[config.mk]
export PLATFORM = sky130hd
export DESIGN_NAME = alu_mul_sequencer
export DESIGN_NICKNAME = d
export VERILOG_FILES = /design/src/rtl/alu_ctrl_pkg.sv /design/src/rtl/alu_mul_sequencer.sv
export VERILOG_INCLUDE_DIRS = /design/src /design/src/rtl
export SDC_FILE = /design/constraint.sdc
export NUM_CORES = 1
export LEC_CHECK = 0
export CORE_MARGIN = 10
export CORE_UTILIZATION = 42
export DETAILED_ROUTE_END_ITERATION = 8
export PLACE_DENSITY = 0.73
export SLEW_MARGIN = 20
export SYNTH_ARGS = -nofsm -noshare
export SYNTH_HDL_FRONTEND = slang
export SYNTH_SLANG_ARGS = --single-unit
[constraint.sdc]
create_clock -name clock -period 3.7 [get_ports clock]
set_input_delay 0.74 -clock clock [delete_from_list [all_inputs] [get_ports clock]]
set_output_delay 0.74 -clock clock [all_outputs]
set_load 0.05 [all_outputs]
[src/rtl/alucodes.sv]
// ALU command encodings shared by the ALU, its sequencer and benches.
// Pure macro file; guarded so several includers can share it.
`ifndef ALUCODES_SV
`define ALUCODES_SV
`define NOP  3'd0
`define RADD 3'd1
`define RSUB 3'd2
`define RAND 3'd3
`define ROR  3'd4
`define RXOR 3'd5
`define RSHL 3'd6
`define RSHR 3'd7
`endif

[src/rtl/alu_ctrl_pkg.sv]
// Shared types for the ALU control path: sequencer states, saturation value.
// MAX also sets the default datapath width of the ALU and the sequencer.
package alu_ctrl_pkg;

  localparam logic [7:0] MAX = '1;

  typedef enum logic [1:0] {
    IDLE,
    ADD,
    DONE
  } mul_state_t;

endpackage

[src/rtl/alu_mul_sequencer.sv]
// Muxes ALU ports between decoder and a saturating multiply-by-repeated-add
// sequencer. Ports: clock, n_reset; start, core_a/b/cmd from decoder;
// alu_result in; alu_a/b/cmd out; ready, busy, done, product status.
`include "alucodes.sv"

module alu_mul_sequencer
  import alu_ctrl_pkg::*;
#(
  parameter int n = $bits(MAX)
) (
  input  logic         clock,
  input  logic         n_reset,
  input  logic         start,
  input  logic [n-1:0] core_a,
  input  logic [n-1:0] core_b,
  input  logic [2:0]   core_cmd,
  input  logic [n-1:0] alu_result,
  output logic [n-1:0] alu_a,
  output logic [n-1:0] alu_b,
  output logic [2:0]   alu_cmd,
  output logic         ready,
  output logic         busy,
  output logic         done,
  output logic [n-1:0] product
);

  localparam logic [n-1:0] SAT = {n{1'b1}};
  localparam logic [n-1:0] ONE = {{(n-1){1'b0}}, 1'b1};

  mul_state_t   state;
  mul_state_t   state_next;
  logic [n-1:0] acc;
  logic [n-1:0] mcand;
  logic [n-1:0] count;

  assign ready = (state == IDLE);
  assign busy  = (state != IDLE);

  // ALU mux kept apart from next-state so the ALU
  // feedback path is not a false combinational loop.
  always_comb begin
    alu_a   = core_a;
    alu_b   = core_b;
    alu_cmd = core_cmd;
    unique case (state)
      ADD: begin
        alu_a   = acc;
        alu_b   = mcand;
        alu_cmd = `RADD;
      end
      DONE: begin
        alu_a   = '0;
        alu_b   = '0;
        alu_cmd = `NOP;
      end
      default: ;
    endcase
  end

  // Exit on count==1 before the decrement would
  // reach zero; all-ones is sticky so stop early.
  always_comb begin
    state_next = state;
    unique case (state)
      IDLE: begin
        if (start) begin
          if (core_a == '0 || core_b == '0)
            state_next = DONE;
          else
            state_next = ADD;
        end
      end
      ADD: begin
        if (count == ONE || alu_result == SAT)
          state_next = DONE;
      end
      DONE:    state_next = IDLE;
      default: state_next = IDLE;
    endcase
  end

  always_ff @(posedge clock or negedge n_reset) begin
    if (!n_reset) begin
      state   <= IDLE;
      acc     <= '0;
      mcand   <= '0;
      count   <= '0;
      product <= '0;
      done    <= 1'b0;
    end else begin
      state <= state_next;
      done  <= (state_next == DONE);
      unique case (state)
        IDLE: begin
          if (start) begin
            mcand <= core_a;
            count <= core_b;
            acc   <= '0;
          end
        end
        ADD: begin
          acc   <= alu_result;
          count <= count - ONE;
        end
        default: ;
      endcase
      // Load on the entry edge so product is valid
      // alongside done; a zero operand yields 0.
      if (state_next == DONE)
        product <= (state == ADD) ? alu_result : '0;
    end
  end

endmodule

# --- Word level (Yosys, flattened, before mapping) ---
# Index checks and enable logic that the tools add are counted.
word_totals:
  register_bits: 35
  elab_cells: 34
op_classes:
  n_addsub: 1
  eq_ne: 6
  n_mux: 12
  n_reduce_logical: 9
op_table:
  columns: ["operator", "count"]
  rows:
  - ["$pmux W8 S2", 4]
  - ["$mux W8", 3]
  - ["$logic_not A8 Y1", 2]
  - ["$eq A8 B1 Y1 const B", 1]
  - ["$eq A8 B8 Y1 const B", 1]
  - ["$sub A8 B1 Y8 const B", 1]
  - ["$mux W2", 3]
  - ["$pmux W3 S2", 1]
  - ["$eq A2 B2 Y1 const B", 2]
  - ["$pmux W2 S2", 1]
  - ["$reduce_and A2 Y1", 2]
  - ["$reduce_bool A2 Y1", 2]
  - ["$eq A2 B1 Y1 const B", 1]
  - ["$logic_not A2 Y1", 1]
  - ["$logic_or A1 B1 Y1", 2]
  - ["$ne A2 B2 Y1 const B", 1]

# --- Depth between registers and ports, before layout ---
logic_depth:
  depth_word: 6
  mapped_depth: 8

# --- Worst setup path after synthesis ---
# No wires, ideal clock.
synth_path:
  kind: "register to output"
  start: "register state[0]"
  end: "output alu_a[2]"
  t_arrival_ns: 2.083
  setup_slack_ns: 0.877
  path_stages_with_launch: 5
  n_path_buf: 1
  cell_sequence: "dfrtp_1 inv_1 ha_1 clkbuf_1 o21ai_0"
synth_between:
  elab_chain_len: 2
synth_lines:
  columns: ["item", "line", "rtl"]
  rows:
  - ["from (decl)", "alu_mul_sequencer.sv:30", "mul_state_t state;"]
  - ["from (signal assigned)", "alu_mul_sequencer.sv:91", "state <= state_next;"]
  - ["$eq A2 B2 Y1 or $eq A2 B1 Y1 (tied branches)", "alu_mul_sequencer.sv:45", "unique case (state)"]
  - ["$pmux W8 S2 (*)", "alu_mul_sequencer.sv:45", null]
  - ["to (decl)", "alu_mul_sequencer.sv:18", "output logic [n-1:0] alu_a,"]
# Every way passes the cells marked *; elsewhere a longest branch is shown, timed or not.

# --- Final worst setup path ---
layout_path:
  start: "register state[1]"
  end: "output alu_b[5]"
layout_between:
  elab_chain_len: 2
layout_lines:
  columns: ["item", "line", "rtl"]
  rows:
  - ["$eq A2 B2 Y1 or $eq A2 B1 Y1 (tied branches)", "alu_mul_sequencer.sv:45", null]
  - ["$pmux W8 S2 (*)", "alu_mul_sequencer.sv:45", null]
  - ["to (decl)", "alu_mul_sequencer.sv:19", "output logic [n-1:0] alu_b,"]
# Marked as above.

==> flow_summary.yaml <==
status:
  status: "complete, no violations"
setup_path:
  cp.arrival_ns: 2.64
  worstSetupPathType: "flip-flop to output port"
  slowest_delay_ns: 0.88
  cp-end-kind: "output port"
  crit_required_ns: 2.96
  path_cells: "inv_1, ha_1, buf_4, o21ai_0, clkdlybuf4s50_1"
  cp_max_fo: 21
  critPathSlowestCell: "clkdlybuf4s50_1"
  start_kind: "flip-flop"
final_layout:
  drive_gt1_share_pct: 9.603
  antenna_cells: 0
  n_fill_cell: 406
  fin_nets: 335
  syn_to_final_growth_pct: 35.17
  final_cell_mix: "nand2_1 (49), clkdlybuf4s50_1 (49), o21ai_0 (40), dfrtp_1 (35), inv_1 (31)"
  final_area_mm2: 0.002669
  finalNonFillerCells: 354
route:
  wl_per_cell_um: 16.15
  drc: 0
  vias: 1858
  drt_pass1_iterations: 4
  finalWirelength_um: 5718
  drtIter0Drc: 120
  vias_per_cell: 5.249
  ant_nets: 0
placed_design:
  dp_hpwl_um: 4432
  gp_congestion: 0.8139
  place_ws_ns: 0.5677
  numPortBuffers: 59
  place_area_mm2: 0.002556
  dp_cells: 346
clock_network:
  cts_root_buf: "clkbuf_8"
  clockBufferDepth: 2
  cts.sinks: 35
  hold_buffers: 0
  clk_pin_slew_ns: 0.08
  cts_tree: "yes"
  htree_levels: 2
  insertion_delay_ns: 0.29
  cts_inserted_buffers: 5
  cts.repair.resized: 0
  postCtsSetupBuffers: 0
sta:
  tns_ns: 0
  clock_skew_ns: 0.004832
  relSlewSlack_pct: 59.06
  setup_ws_ns: 0.3210
  period_needed_ns: 3.379
  setup_viol: 0
  tightest_slew_ns: 0.6122
  timing.fmax_ghz: 0.2960
  fin_crit_sh_pct: 91.32
  rsz0062_at_grt: "false"
  hold_viol: 0
  slew_viol_final: 0
synth:
  syn_area_mm2: 0.001974
  synth-seq-cells: 35
  yosysWarnings: 0
  synth_area_leaders: "dfrtp_1 (44%), o21ai_0 (10%), nand2_1 (9.3%)"
  ys_types: 29
  netlist.area_leader.share_pct: 44.36
  syn_inst: 244
  ys_seq_area_share_pct: 44.36
  post-synth-top-area-cell: "dfrtp_1"
  syn_nets: 278
  syn_area_per_cell_um2: 8.092
pwr:
  p_int_mw: 1.352
  p_switching_mw: 1.566
  p_comb_share_pct: 64.5
  seqPwrFrac_pct: 23.4
  pwr-share-clk_pct: 12.1
  total_leakage_power_nw: 1.255
  swShare_pct: 53.67
  peakVddDrop_uv: 666.9
  power_density_mw_per_mm2: 1094
  p_total_mw: 2.919
floorplan:
  io_pins: 60
  die_y_um: 88.57
  start_util_pct: 44.43
  rows: 24
  core_mm2: 0.004444
  die-width_um: 88.57
  dieArea_mm2: 0.007844
worst_hold_path:
  holdCritPathClass: "flip-flop to flip-flop"
global_route:
  grt_first_pass_wirelength_um: 9259
  grt_overflow: 0
  track_usage_pct: 15.01
  antenna_found_initial: 0
  grt_max_degree: 36
  grt_pass1_vias: 1834
job:
  cap_violations: 0
## power by group through the flow
| stage | clock network (mW) | registers (mW) | logic (mW) |
|---|---|---|---|
| detailed placement | 0 | 0.689 | 1.88 |
| global placement | 0 | 0.680 | 1.87 |
| global route | 0.372 | 0.709 | 2.02 |
| CTS | 0.356 | 0.683 | 1.89 |
| finish | 0.353 | 0.684 | 1.88 |
| floorplan | 0 | 0.758 | 1.26 |
## cells by family after synthesis
kind of cell             count (synthesis)  share of synthesized area, %
AND/OR/NAND/NOR                         85                         19.33
AO/OA/AOI/OAI                           63                         17.36
buffers and inverters                   45                         10.27
flip-flops                              35                         44.36
multiplexers                            12                         6.147
adder cells (fa/ha/maj)                  4                         2.535
## through the flow
step,hold WS [ns],util (%)
after floorplan,0.4444,-
after global placement,0.4646,57.52
after detailed placement,0.4709,57.52
after CTS,0.4883,60.05
after global routing,0.5178,60.05
final,0.4877,60.05
## worst max-delay path, delay by kind of cell, from the launching register on
kind	cells	cell delay, ns
buffers and inverters	3	1.21
flip-flops	1	0.39
AO/OA/AOI/OAI	1	0.23
adder cells (fa/ha/maj)	1	0.51
## sequential cells by signal, indices dropped and copies added, names as in the netlist
register / cells
mcand: 8
acc: 8
state: 2
product: 8
count: 8
done: 1
## metal layers
layer | up-vias | wire length (µm) | track usage, %
met1 | 865 | 2532 | 18.32
met4 | 0 | 69 | 3.671
met3 | 9 | 406 | 5.423
li1 | 927 | - | -
met5 | - | 0 | 0
met2 | 57 | 2710 | 24.65
## path summary, 6_finish.rpt
check	start	endpoint	slack (ns)	cells past startpoint
max	state[1]	alu_b[5]	0.32	5
min	mcand[4]	mcand[4]	0.49	2
max reg2reg	state[1]	product[5]	1.28	7
min reg2reg	mcand[4]	mcand[4]	0.49	2
max in group asynchronous	n_reset	state[1]	2.52	2
min in group asynchronous	n_reset	count[6]	0.86	2
## synthesized netlist by cell type
cell type  number
a21oi_1         9
a31oi_1         6
and2_1          1
and3_1          1
buf_6           3
clkbuf_1        9
clkbuf_2        1
clkbuf_8        1
dfrtp_1        35
ha_1            4
inv_1          31
mux2_2          1
mux2i_1        11
nand2_1        49
nand2b_1        1
nand3_1         9
nand4_1         2
nor2_1         11
nor2b_1         2
nor3_1          1
nor3b_1         1
nor4_1          4
nor4_2          1
o211ai_2        1
o21ai_0        40
o22ai_1         6
o31a_2          1
or2_2           1
or3_4           1
## layout make-up
cell class / count / area [µm²] / area share [%]
inverter: 31 / 116.4 / 4.360
multi-input combinational: 164 / 895.9 / 33.57
clock inverter: 3 / 43.79 / 1.641
timing repair buffer: 64 / 603.1 / 22.60
clock buffer: 5 / 68.82 / 2.579
sequential: 35 / 875.8 / 32.82
tap: 52 / 65.06 / 2.438
Power figures use the tool's default switching activity.
